**config.mk**
```make
export PLATFORM = sky130hd
export DESIGN_NAME = vga_reg_panel
export DESIGN_NICKNAME = d
export VERILOG_FILES = /design/src/rtl/vga_reg_panel.sv
export SDC_FILE = /design/constraint.sdc
export NUM_CORES = 1
export LEC_CHECK = 0
export CAP_MARGIN = 40
export CORE_MARGIN = 1.5
export CORE_UTILIZATION = 45
export CTS_CLUSTER_DIAMETER = 150
export DETAILED_ROUTE_END_ITERATION = 12
export PLACE_DENSITY = 0.77
export SYNTH_ARGS = -nofsm -noshare
export SYNTH_HDL_FRONTEND = slang
export SYNTH_SLANG_ARGS = --single-unit
```
**constraint.sdc**
```tcl
create_clock -name clk -period 3.25 [get_ports clk]
set_clock_uncertainty 0.2 [all_clocks]
set_input_delay 0.4875 -clock clk [delete_from_list [all_inputs] [get_ports clk]]
set_output_delay 0.4875 -clock clk [all_outputs]
set_load 0.01 [all_outputs]
```
**src/rtl/vga_reg_panel.sv**
```systemverilog
// rtl/vga_reg_panel.sv - register bit-cell overlay on a 1-bit background with per-row change highlight
// Optional freeze input (snapshot hold) enabled by defining VGA_REG_PANEL_FREEZE_EN.
module vga_reg_panel #(
    parameter int          NUM_REGS      = 7,
    parameter int          DATA_WIDTH    = 8,
    parameter int          H_ACTIVE      = 800,
    parameter int          V_ACTIVE      = 480,
    parameter int          START_H       = 50,
    parameter int          START_V       = 10,
    parameter int          ROW_PITCH     = 30,
    parameter int          BIT_PITCH     = 24,
    parameter int          CELL_W        = 20,
    parameter int          CELL_H        = 20,
    parameter int          HOLD_FRAMES   = 30,
    parameter logic [23:0] ON_COLOUR     = 24'h00FF00,
    parameter logic [23:0] OFF_COLOUR    = 24'h003000,
    parameter logic [23:0] HL_ON_COLOUR  = 24'hFFFF00,
    parameter logic [23:0] HL_OFF_COLOUR = 24'h404000
) (
    input  logic                           clk,
    input  logic                           reset,
`ifdef VGA_REG_PANEL_FREEZE_EN
    input  logic                           freeze,
`endif
    input  logic [NUM_REGS*DATA_WIDTH-1:0] regs_in,
    input  logic [10:0]                    vga_h,
    input  logic [10:0]                    vga_v,
    input  logic                           bg_bit,
    output logic [23:0]                    pixel_out,
    output logic                           frame_tick
);
    localparam int            HW        = (HOLD_FRAMES > 0) ? $clog2(HOLD_FRAMES + 1) : 1;
    localparam logic [HW-1:0] HOLD_LOAD = HW'(HOLD_FRAMES);

    logic [DATA_WIDTH-1:0] snap [NUM_REGS];
    logic [HW-1:0]         hold [NUM_REGS];
    logic                  first_snap;

    logic [31:0] h32;
    logic [31:0] v32;
    logic        snap_event;
    logic        capture;

    assign h32        = {21'd0, vga_h};
    assign v32        = {21'd0, vga_v};
    assign snap_event = (vga_h == 11'd0) && (vga_v == 11'(V_ACTIVE));

`ifdef VGA_REG_PANEL_FREEZE_EN
    // A frozen event still ticks but leaves snapshot and hold counters untouched.
    assign capture = snap_event && !freeze;
`else
    assign capture = snap_event;
`endif

    always_ff @(posedge clk) begin
        if (reset) begin
            first_snap <= 1'b0;
            frame_tick <= 1'b0;
            for (int r = 0; r < NUM_REGS; r++) begin
                snap[r] <= '0;
                hold[r] <= '0;
            end
        end else begin
            frame_tick <= snap_event;
            if (capture) begin
                first_snap <= 1'b1;
                for (int r = 0; r < NUM_REGS; r++) begin
                    snap[r] <= regs_in[r*DATA_WIDTH +: DATA_WIDTH];
                    if (first_snap && (regs_in[r*DATA_WIDTH +: DATA_WIDTH] != snap[r])) begin
                        hold[r] <= HOLD_LOAD;
                    end else if (hold[r] != '0) begin
                        hold[r] <= hold[r] - HW'(1);
                    end
                end
            end
        end
    end

    logic                  in_active;
    logic                  row_hit;
    logic                  row_hl;
    logic [DATA_WIDTH-1:0] row_data;
    logic                  cell_hit;
    logic                  cell_bit;

    assign in_active = (h32 < 32'(H_ACTIVE)) && (v32 < 32'(V_ACTIVE));

    // Rows and cells never overlap (CELL_H <= ROW_PITCH, CELL_W <= BIT_PITCH), so at most one compare fires.
    always_comb begin
        row_hit  = 1'b0;
        row_hl   = 1'b0;
        row_data = '0;
        for (int r = 0; r < NUM_REGS; r++) begin
            if ((v32 >= 32'(START_V + r*ROW_PITCH)) &&
                (v32 <  32'(START_V + r*ROW_PITCH + CELL_H))) begin
                row_hit  = 1'b1;
                row_hl   = (hold[r] != '0);
                row_data = snap[r];
            end
        end
        cell_hit = 1'b0;
        cell_bit = 1'b0;
        for (int k = 0; k < DATA_WIDTH; k++) begin
            if ((h32 >= 32'(START_H + k*BIT_PITCH)) &&
                (h32 <  32'(START_H + k*BIT_PITCH + CELL_W))) begin
                cell_hit = 1'b1;
                cell_bit = row_data[DATA_WIDTH-1-k];
            end
        end
    end

    logic s1_active;
    logic s1_hit;
    logic s1_bit;
    logic s1_hl;

    always_ff @(posedge clk) begin
        if (reset) begin
            s1_active <= 1'b0;
            s1_hit    <= 1'b0;
            s1_bit    <= 1'b0;
            s1_hl     <= 1'b0;
        end else begin
            s1_active <= in_active;
            s1_hit    <= row_hit && cell_hit;
            s1_bit    <= cell_bit;
            s1_hl     <= row_hl;
        end
    end

    // bg_bit lags its coordinates by one clk, so it lines up with the stage-1 registers here.
    always_ff @(posedge clk) begin
        if (reset) begin
            pixel_out <= 24'h000000;
        end else if (!s1_active) begin
            pixel_out <= 24'h000000;
        end else if (s1_hit && s1_hl) begin
            pixel_out <= s1_bit ? HL_ON_COLOUR : HL_OFF_COLOUR;
        end else if (s1_hit) begin
            pixel_out <= s1_bit ? ON_COLOUR : OFF_COLOUR;
        end else begin
            pixel_out <= {24{bg_bit}};
        end
    end

endmodule

```
==> flow_metrics.tcl <==
set metrics [dict create \
    antenna_found_initial 0 \
    hpwl_um 12850 \
    worstSetupStartpointType "input port" \
    clockRootBuffer "clkbuf_16" \
    crit_start "vga_h[2]" \
    fmax_mhz 315.3 \
    relSlewSlack 0.4817 \
    slew_violations 0 \
    path_clk_slew_ns 0.07 \
    grt_pass1_wl_um 26630 \
    holdBufCountCts 0 \
    critPathMaxFanout 5 \
    grt_pass1_vias 5274 \
    fp.coreArea_um2 13350 \
    timing.final.crit_share 0.9760 \
    syn_nets 663 \
    synth.most_common_cell "edfxtp_1" \
    route.detailed.wl_per_inst_um 18.26 \
    viasPerCell 5.661 \
    synth_area_leaders "edfxtp_1 (44%), xnor2_1 (9.2%), and2_1 (5.3%)" \
    overflow 0 \
    p_leak_nw 2.931 \
    vdd_drop_max_mv 0.4024 \
    io_pins 106 \
    multi_input_area_um2 2915 \
    firstDrtPassIters 5 \
    clk_latency_ns 0.36 \
    cts_tree "built" \
    setup_viol 0 \
    fin_nets 819 \
    r2r-start "first_snap$_SDFFE_PP0P_" \
    pre_cts_ws_ns -0.4826 \
    yosys_warnings 0 \
    synth_seq_area_share 0.4804 \
    yosys.area.top_type_share 0.4416 \
    path_class "in2reg" \
    netlist-cell-type-count 69 \
    fillerInstances 1064 \
    ant_nets 0 \
    cts_buffers 9 \
    ys.flop_type "edfxtp_1" \
    grt.total_usage 0.2380 \
    die_x_um 120.3 \
    yosys.area.top_type "edfxtp_1" \
    syn_avg_cell_area_um2 10.76 \
    ys_async_sr_fraction 0 \
    min_path_type "reg2reg" \
    finalWirelength_um 16660 \
    min_from "s1_hl$_SDFF_PP0_" \
    drive_above_1_share 0.1793 \
    power.density_nw_per_um2 371.8 \
    cp.arrival_ns 3.02 \
    num_antenna_cells 0 \
    syn2layout_area_growth_pct 32.03 \
    worst_slack_ns 0.07812 \
    io_buffers 105 \
    crit_required_ns 3.10 \
    synth-edff-count 91 \
    synth_seq_cells 103 \
    dp.cells 891 \
    netlist_area_um2 6188 \
    grt_max_degree 38 \
    rsz0062_at_grt "false" \
    synth.top_cells.by_count "edfxtp_1 (91), xnor2_1 (65), and2_1 (52)" \
    gp_congestion 0.8753 \
    worst_pin_slew_ns 0.7750 \
    clock_sinks 103 \
    cts.htree.levels 3 \
    drt-initial-drc-count 405 \
    stdcell_count 912 \
    clock_path_buffers 2 \
    route.detailed.drc 0 \
    start_util 0.4636 \
    hold_viol_final 0 \
    crit_path_end_kind "flip-flop" \
    regArea_um2 2973 \
    postSynthCellCount 575 \
    dieHeight_um 120.3 \
    die_area_um2 14460 \
    status "completed" \
    core.rowCount 42 \
    fin_crit_ns 3.172 \
    cap_violations 0 \
    vias 5163 \
]
-- path summary, 6_finish.rpt --
check	depth (start not counted)	to	slack, ns
setup / recovery	7	hold[4][0]$_SDFFCE_PN0P_	0.08
hold / removal	2	pixel_out[22]$_SDFF_PP0_	0.30
setup reg to reg	3	hold[0][3]$_SDFFCE_PN0P_	1.09
hold reg to reg	2	pixel_out[22]$_SDFF_PP0_	0.30
-- area by class of cell --
| type | count | share of cell area |
|---|---|---|
| Clock buffer | 10 | 0.02802 |
| Sequential cell | 103 | 0.3639 |
| Inverter | 18 | 0.008882 |
| Timing Repair Buffer | 183 | 0.2070 |
| Multi-Input combinational cell | 416 | 0.3568 |
| Clock inverter | 6 | 0.008423 |
| Tap cell | 176 | 0.02695 |
-- power by group --
group | switching (mW) | total, mW | internal (mW)
clock network | 0.503 | 1.10 | 0.602
registers | 0.0543 | 1.55 | 1.50
logic | 0.168 | 0.383 | 0.215
-- per-layer routing --
| layer | up-vias | wire length, um | GRT usage |
|---|---|---|---|
| met5 | - | 0 | 0 |
| met4 | 0 | 537 | 0.09632 |
| met3 | 29 | 1105 | 0.03821 |
| met2 | 227 | 7775 | 0.3871 |
| met1 | 2474 | 7235 | 0.3185 |
| li1 | 2433 | - | - |
-- per-stage QoR --
step           TNS (ns)  utilization  power (mW)  hold slack, ns  area (um^2)
2_1_floorplan         0            -       1.738          0.2536         6188
3_3_place_gp     -37.98       0.5828       1.945          0.2702         7779
3_5_place_dp     -48.12       0.5828       1.957          0.2881         7779
4_1_cts               0       0.6098       3.050          0.3011         8139
5_1_grt               0       0.6121       3.144          0.3415         8170
6_report              0       0.6121       3.038          0.3022         8170
-- logic make-up (layout without fill, tap and decap cells) --
kind of cell / count (synthesis) / after routing / share of synthesized area
flip-flops: 103 / 103 / 0.4804
AO/OA/AOI/OAI: 121 / 121 / 0.1427
AND/OR/NAND/NOR: 220 / 221 / 0.2143
buffers and inverters: 57 / 217 / 0.05358
XOR/XNOR: 67 / 67 / 0.09483
adder cells (fa/ha/maj): 7 / 7 / 0.01415
-- sequential cells by signal, indices dropped and copies added (netlist names) --
| name | count |
|---|---|
| snap | 56 |
| hold | 35 |
| pixel_out | 6 |
| first_snap | 1 |
| frame_tick | 1 |
| s1_active | 1 |
| s1_bit | 1 |
| s1_hit | 1 |
| s1_hl | 1 |
-- worst max-delay path, cell delays in order --
cell             delay (ns)
clkdlybuf4s50_1        0.43
or3_4                  0.34
or4_4                  0.44
buf_4                  0.16
or4b_4                 0.54
or3_4                  0.39
nand3b_1               0.23
-- placed cells by master, fill, tap and decap left out, types with 4 or more instances in the layout --
master           synthesis  routed
o211ai_1                 4       4
edfxtp_1                91      91
o21ai_1                  6       6
nor4_1                   5       5
o221ai_1                 5       5
nor2b_1                 10      10
ha_1                     7       7
nor3_1                  14      14
dfxtp_1                 12      12
a31oi_1                  6       6
o21ai_2                 10      10
or2_2                    5       5
a21oi_1                 23      23
a221oi_1                 7       7
nand3b_1                 7       7
xnor2_1                 65      65
nand2_1                 32      32
nand4_1                 17      17
o21ai_0                 16      16
clkdlybuf4s50_1          0     100
a221o_1                  5       5
inv_1                   17      17
buf_4                   18      75
a211oi_1                 6       6
or3_4                    6       8
or4_1                    6       4
nor2_1                  29      29
and2_1                  52      52
nand2b_1                11      11
clkbuf_16                0       9
-- repair_timing --
action                                  4_1_cts  5_1_grt
gates resized for setup                       6        5
endpoints found under the setup margin       55       15
pin swaps                                     4        4
cloned                                        2        0
setup buffers                                 1        2
Note: power is estimated with default switching activity, not from simulation.
